<file path="config.mk">
export PLATFORM = sky130hd
export DESIGN_NAME = irq_ctrl_flat
export DESIGN_NICKNAME = d
export VERILOG_FILES = /design/src/rtl/irq_ctrl_if.sv /design/src/rtl/irq_ctrl.sv /design/src/flat_wrapper.sv
export SDC_FILE = /design/constraint.sdc
export NUM_CORES = 1
export LEC_CHECK = 0
export ABC_AREA = 1
export CAP_MARGIN = 10
export CELL_PAD_IN_SITES_DETAIL_PLACEMENT = 0
export CELL_PAD_IN_SITES_GLOBAL_PLACEMENT = 1
export CORE_MARGIN = 2
export CORE_UTILIZATION = 27
export DETAILED_ROUTE_END_ITERATION = 8
export PLACE_DENSITY_LB_ADDON = 0.1
export RECOVER_POWER = 25
export SKIP_LAST_GASP = 1
export SLEW_MARGIN = 20
export SYNTH_ARGS = -nofsm -noshare
export SYNTH_HDL_FRONTEND = slang
export SYNTH_SLANG_ARGS = --single-unit
</file>
<file path="constraint.sdc">
create_clock -name clock -period 1.24 [get_ports clock]
set_input_delay 0.248 -clock clock [delete_from_list [all_inputs] [get_ports clock]]
set_output_delay 0.248 -clock clock [all_outputs]
set_load 0.02 [all_outputs]
</file>
<file path="src/rtl/irq_ctrl_if.sv">
// irq_ctrl CPU-side port bundle.
// Event pulses, mask/ack writes and status readback.
interface irq_ctrl_if;
  logic [6:0] irq;
  logic       mask_we;
  logic       ack_we;
  logic [7:0] din;
  logic       intr;
  logic [2:0] vect;
  logic [6:0] pending;
  logic [6:0] mask;
  logic       busy;
  logic       tmo;

  modport master (
    output irq, mask_we, ack_we, din,
    input  intr, vect, pending, mask, busy, tmo
  );

  modport slave (
    input  irq, mask_we, ack_we, din,
    output intr, vect, pending, mask, busy, tmo
  );
endinterface

</file>
<file path="src/rtl/irq_ctrl.sv">
// Seven-source fixed-priority interrupt controller.
// Optional ack watchdog: define IRQ_CTRL_TIMEOUT_EN.
module irq_ctrl #(
  parameter int TIMEOUT = 50000
) (
  input logic      clock,
  input logic      reset_n,
  irq_ctrl_if.slave bus
);

  typedef enum logic [1:0] {
    IDLE,
    DISPATCH,
    WAIT_ACK
  } state_t;

  state_t     state;
  state_t     state_nxt;
  logic [6:0] pend_q;
  logic [6:0] pend_nxt;
  logic [6:0] mask_q;
  logic [6:0] mask_nxt;
  logic [2:0] vect_q;
  logic [2:0] vect_nxt;
  logic       intr_q;
  logic       intr_nxt;
  logic [6:0] grant;
  logic [2:0] code;
  logic       expire;
  logic       unused;

  assign unused = bus.din[7];

  // lowest-numbered pending source wins
  always_comb begin
    grant = pend_q & (~pend_q + 7'd1);
    code  = 3'd0;
    for (int i = 6; i >= 0; i--) begin
      if (pend_q[i]) code = 3'(i + 1);
    end
  end

  // next state, dispatch actions, pending/mask update
  always_comb begin
    state_nxt = state;
    pend_nxt  = pend_q;
    mask_nxt  = mask_q;
    vect_nxt  = vect_q;
    intr_nxt  = intr_q;
    unique case (state)
      IDLE: begin
        if (pend_q != 7'd0) begin
          state_nxt = DISPATCH;
          vect_nxt  = code;
          intr_nxt  = ~intr_q;
          pend_nxt  = pend_q & ~grant;
        end
      end
      DISPATCH: state_nxt = WAIT_ACK;
      WAIT_ACK: begin
        if (bus.ack_we)  state_nxt = IDLE;
        else if (expire) state_nxt = IDLE;
      end
      default: state_nxt = IDLE;
    endcase
    // new events use the old mask and beat the dispatch clear
    pend_nxt = pend_nxt | (bus.irq & mask_q);
    if (bus.mask_we) begin
      mask_nxt = bus.din[6:0];
      pend_nxt = pend_nxt & bus.din[6:0];
    end
  end

  // state and datapath registers
  always_ff @(posedge clock) begin
    if (!reset_n) begin
      state  <= IDLE;
      pend_q <= 7'd0;
      mask_q <= 7'd0;
      vect_q <= 3'd0;
      intr_q <= 1'b0;
    end else begin
      state  <= state_nxt;
      pend_q <= pend_nxt;
      mask_q <= mask_nxt;
      vect_q <= vect_nxt;
      intr_q <= intr_nxt;
    end
  end

`ifdef IRQ_CTRL_TIMEOUT_EN
  logic [15:0] cnt;
  logic        tmo_q;

  assign expire = (state == WAIT_ACK) &&
                  (cnt == 16'(TIMEOUT - 1));

  // ack watchdog, restarted on every dispatch
  always_ff @(posedge clock) begin
    if (!reset_n)               cnt <= 16'd0;
    else if (state == DISPATCH) cnt <= 16'd0;
    else if (state == WAIT_ACK) cnt <= cnt + 16'd1;
  end

  // sticky timeout flag, cleared by any ack
  always_ff @(posedge clock) begin
    if (!reset_n)        tmo_q <= 1'b0;
    else if (bus.ack_we) tmo_q <= 1'b0;
    else if (expire)     tmo_q <= 1'b1;
  end

  assign bus.tmo = tmo_q;
`else
  assign expire  = 1'b0;
  assign bus.tmo = 1'b0;
`endif

  assign bus.intr    = intr_q;
  assign bus.vect    = vect_q;
  assign bus.pending = pend_q;
  assign bus.mask    = mask_q;
  assign bus.busy    = (state != IDLE);

endmodule

</file>
<file path="src/flat_wrapper.sv">
// flat-port wrapper written by rule: the top's interface ports become plain ports
module irq_ctrl_flat 
#(
  parameter int TIMEOUT = 50000
)
  (clock, reset_n, bus_irq, bus_mask_we, bus_ack_we, bus_din, bus_intr, bus_vect, bus_pending, bus_mask, bus_busy, bus_tmo);
  irq_ctrl_if bus_i ();
  input logic clock;
  input logic reset_n;
  input wire logic [$bits(bus_i.irq)-1:0] bus_irq;
  input wire logic [$bits(bus_i.mask_we)-1:0] bus_mask_we;
  input wire logic [$bits(bus_i.ack_we)-1:0] bus_ack_we;
  input wire logic [$bits(bus_i.din)-1:0] bus_din;
  output wire logic [$bits(bus_i.intr)-1:0] bus_intr;
  output wire logic [$bits(bus_i.vect)-1:0] bus_vect;
  output wire logic [$bits(bus_i.pending)-1:0] bus_pending;
  output wire logic [$bits(bus_i.mask)-1:0] bus_mask;
  output wire logic [$bits(bus_i.busy)-1:0] bus_busy;
  output wire logic [$bits(bus_i.tmo)-1:0] bus_tmo;
  assign bus_i.irq = bus_irq;
  assign bus_i.mask_we = bus_mask_we;
  assign bus_i.ack_we = bus_ack_we;
  assign bus_i.din = bus_din;
  assign bus_intr = bus_i.intr;
  assign bus_vect = bus_i.vect;
  assign bus_pending = bus_i.pending;
  assign bus_mask = bus_i.mask;
  assign bus_busy = bus_i.busy;
  assign bus_tmo = bus_i.tmo;
  irq_ctrl #(.TIMEOUT(TIMEOUT)) u_core (.clock(clock), .reset_n(reset_n), .bus(bus_i));
endmodule
</file>
-- After elaboration in Yosys (flattened, before gate mapping)
Cells that the tools add are included.
- register bits: 20
- output and inout port bits: 20
- logic and storage cells: 36
- $add $sub $neg: 1
- eq/ne operators: 4
- mux-type cells: 13
- bitwise operators: 8
- reductions and logical operators: 5
- operator list (cell ; number):
    7-bit AND ; 4
    3-bit 2-to-1 mux ; 7
    7-bit 2-to-1 mux ; 3
    7-bit inverter ; 2
    7-bit by 1-bit adder with 7-bit output, second input constant ; 1
    7-bit OR ; 1
    7-bit nonzero test ; 1
    2-bit case mux with 3 select lines ; 1
    2-bit 2-to-1 mux ; 2
    2-bit AND reduction ; 2
    2-bit by 1-bit == test with 1-bit output, second input constant ; 1
    2-bit == test, second input constant ; 1
    2-bit zero test ; 1
    2-bit by 1-bit != test with 1-bit output, second input constant ; 1
    2-bit != test, second input constant ; 1
    2-bit nonzero test ; 1
    1-bit inverter ; 1

-- Longest topological paths before layout
- depth after elaboration: 10
- gate-level depth with buffers: 7
- mapped depth without buffers: 7

-- Worst setup path after synthesis
Ideal clock, no wire load.
- kind: flip-flop to flip-flop
- start: reg u_core.pend_q[5] (netlist: u_core.bus.pending[5])
- end: reg u_core.intr_q (netlist: u_core.bus.intr)
- library setup time: 0.113 ns
- arrival: 0.980 ns
- data required time: 1.127 ns
- slack: 0.147 ns
- cell stages (with the launch flop): 8
- buffers on the path: 0
- clock period less this slack: 1.093 ns
- path through: dfxtp_1 > nor2_1 > nand2_2 > nor2_1 > nor2_1 > nand2_1 > nand2_1 > nor2_1
- cells in the longest elaborated chain, start to end: 2
- ends and longest elaborated chain (what ; RTL line ; RTL):
    start: declaration ; irq_ctrl.sv:19 ; logic [6:0] pend_q;
    start signal: assignment ; irq_ctrl.sv:84 ; pend_q <= pend_nxt;
    7-bit nonzero test ; irq_ctrl.sv:52 ; if (pend_q != 7'd0) begin
    2-bit AND reduction (no line) ; - ;
    end signal: assignment ; irq_ctrl.sv:87 ; intr_q <= intr_nxt;
    end: declaration ; irq_ctrl.sv:25 ; logic intr_q;
No other way between the ends.
A chain may end at the register's enable or synchronous reset.

-- Worst setup path after layout
- start: reg u_core.pend_q[1] (netlist: u_core.bus.pending[1])
- end: out bus_pending[1]
- RTL lines (what ; RTL line ; RTL):
    end: declaration ; flat_wrapper.sv:16 ; output wire logic [$bits(bus_i.pending)-1:0] bus_pending;
No word-level cell between the ends.

==> flow_summary.yaml <==
logic_synthesis:
  netlist_instances: 120
  yosysSeqAreaShare: 0.4611
  synth_seq_cells: 20
  synth_nets: 139
  syn_area_per_cell_um2: 7.236
  yosysWarningCount: 0
  syn_area_um2: 868.3
  synth_cell_types: 21
layout:
  diodes: 0
  drive_gt1_frac: 0.2882
  final_cell_mix: "nor2_1, nand2_1, dfxtp_1"
  final_common_cell: "nor2_1"
  nets: 190
  area_growth_pct: 60.66
  utilization: 0.4570
  fin_area_um2: 1395
route:
  firstDrtPassIters: 4
  route.top_layer_used: "met4"
  vias: 886
  ant_nets: 0
  via_per_inst: 4.140
  drt-initial-drc-count: 10
  wl_um: 2151
  met2_wirelength_um: 932
  met1_length_um: 1019
  wl_met3_um: 144
  route.detailed.drc: 0
  wire_per_inst_um: 10.05
cts:
  cts_tree: "yes"
  clockBufferDepth: 2
  numCtsBuffers: 3
  h-tree-depth: 1
  cts.reportedPaths.clkPinSlew_ns: 0.12
  clock_latency_ns: 0.31
  cts.sinks: 20
  cts-root-buf: "clkbuf_4"
  cts_hold_buf: 0
flow_run:
  cap_violations: 0
hold_path:
  hp-class: "reg -> reg"
  hold-path-cell-count: 2
  min_to: "u_core.bus.vect[1]"
  worstHoldStart: "u_core.bus.vect[1]"
placed_design:
  placed_area_um2: 1376
  hpwl_um: 1704
  globalplace.congestion: 0.7422
  post-place-ws_ns: -0.08150
  port_buffers: 36
worst_setup_path:
  crit_type: "reg -> out"
  crit_slowest_cell: "dfxtp_1"
  reg2reg_slack_ns: 0.09
  cp.arrival_ns: 0.95
  worstPathRequired_ns: 0.99
  cp_num_buf_inv: 1
  crit_family: "flip-flops"
  rr_endpoint: "u_core.bus.vect[0]"
  rr_startpoint: "u_core.bus.pending[4]"
  slowest_delay_ns: 0.37
  crit_chain: "clkdlybuf4s15_2"
  worstSetupStartpointType: "flip-flop"
  endpoint_kind: "primary output"
  crit_path_max_fanout: 2
  r2r_cells: 7
sta:
  max_freq_mhz: 836.5
  fin_ws_ns: 0.04452
  post-route-min-period_ns: 1.195
  fin_worst_skew_ns: 0.004854
  hold_violations: 0
  tns_ns: 0
  drv_slew: 0
  rsz0062_at_grt: "true"
  finalCritPeriodShare: 0.9641
  setup_viol: 0
run_status:
  status: "complete, no violations"
power:
  cellLeakagePower_nw: 0.6215
  ir_worst_vdd_mv: 0.5738
  power_density_nw_per_um2: 1218
die:
  fp.dieH_um: 60.71
  start_util: 0.2844
  die_w_um: 60.71
  dieArea_um2: 3686
  core_area_um2: 3053
  core.rowCount: 20
  io_pins: 39
grt:
  overflow: 0
  grt_use_total: 0.1340
  grt_antenna_before_repair: 0
  grt_pass1_vias: 815
  grt_max_degree: 13
  grt_pass1_wl_um: 3539
power by group:
group	switching, mW	internal [mW]
clock	0.207	0.327
sequential	0.0270	0.692
combinational	0.239	0.206
total	0.474	1.23
sequential cells by signal, indices dropped and copies added (netlist names):
register	cells
u_core.bus.mask	7
u_core.bus.pending	7
u_core.bus.vect	3
u_core.state	2
u_core.bus.intr	1
cells in the mapped netlist (all sizes together):
library cell	number	area share
conb	1	0.0043
o21a	1	0.0086
clkinv	1	0.0043
nand2	26	0.13
a22oi	2	0.017
inv	12	0.052
buf	3	0.020
dfxtp	20	0.46
nor2	33	0.17
o21ai	12	0.082
a21oi	7	0.040
nand3	1	0.0058
nor3	1	0.0058
area by class of cell:
cell class	count	area, µm²
clock buffers	3	22.52
clock inverters	1	30.03
fillers	341	1658
inverters	13	48.80
multi-input cells	84	404.1
flip-flops and latches	20	404.1
well taps	44	55.05
repair buffers	49	430.4
per-layer routing:
layer	GRT usage	vias up
met5	0	-
met4	0.07453	0
met3	0.02985	5
met2	0.2074	28
met1	0.1728	378
li1	-	475
what timing repair did:
action / CTS / global route
gates resized for setup: 47 / 18
buffers inserted: 0 / 0
endpoints found under the setup margin: 19 / 14
pin swaps: 0 / 1
worst min-delay path, cell delays in order (launching register included):
cell and delay, ns:
dfxtp_1 0.33, nand2_1 0.06, a21oi_1 0.05
how the worst max path moves through the flow:
stage | start | depth (start not counted) | slack [ns] | to
6_report | u_core.bus.pending[1] | 1 | 0.04 | bus_pending[1]
5_1_grt | u_core.state[1] | 3 | -0.03 | bus_busy
3_3_place_gp | u_core.state[1] | 3 | -0.06 | bus_busy
2_1_floorplan | u_core.bus.pending[5] | 7 | 0.15 | u_core.bus.intr
4_1_cts | u_core.state[1] | 3 | -0.16 | bus_busy
3_5_place_dp | bus_mask_we | 4 | -0.08 | u_core.bus.pending[3]
per-stage QoR:
step	std cells	hold slack (ns)	power, mW
final	214	0.4628	1.699
after global routing	214	0.4886	1.808
after CTS	214	0.4682	1.743
after detailed placement	210	0.4491	1.216
after global placement	210	0.4516	1.210
after floorplan	120	0.3970	0.9835
kinds of logic (layout without fill, tap and decap cells):
family                 after synthesis  in the layout  share of synthesized area
AND/OR/NAND/NOR                     61             61                     0.3098
AO/OA/AOI/OAI                       22             22                     0.1484
flip-flops                          20             20                     0.4611
buffers and inverters               16             66                    0.07638
other                                1              1                   0.004319
(Power assumes the default switching activity.)
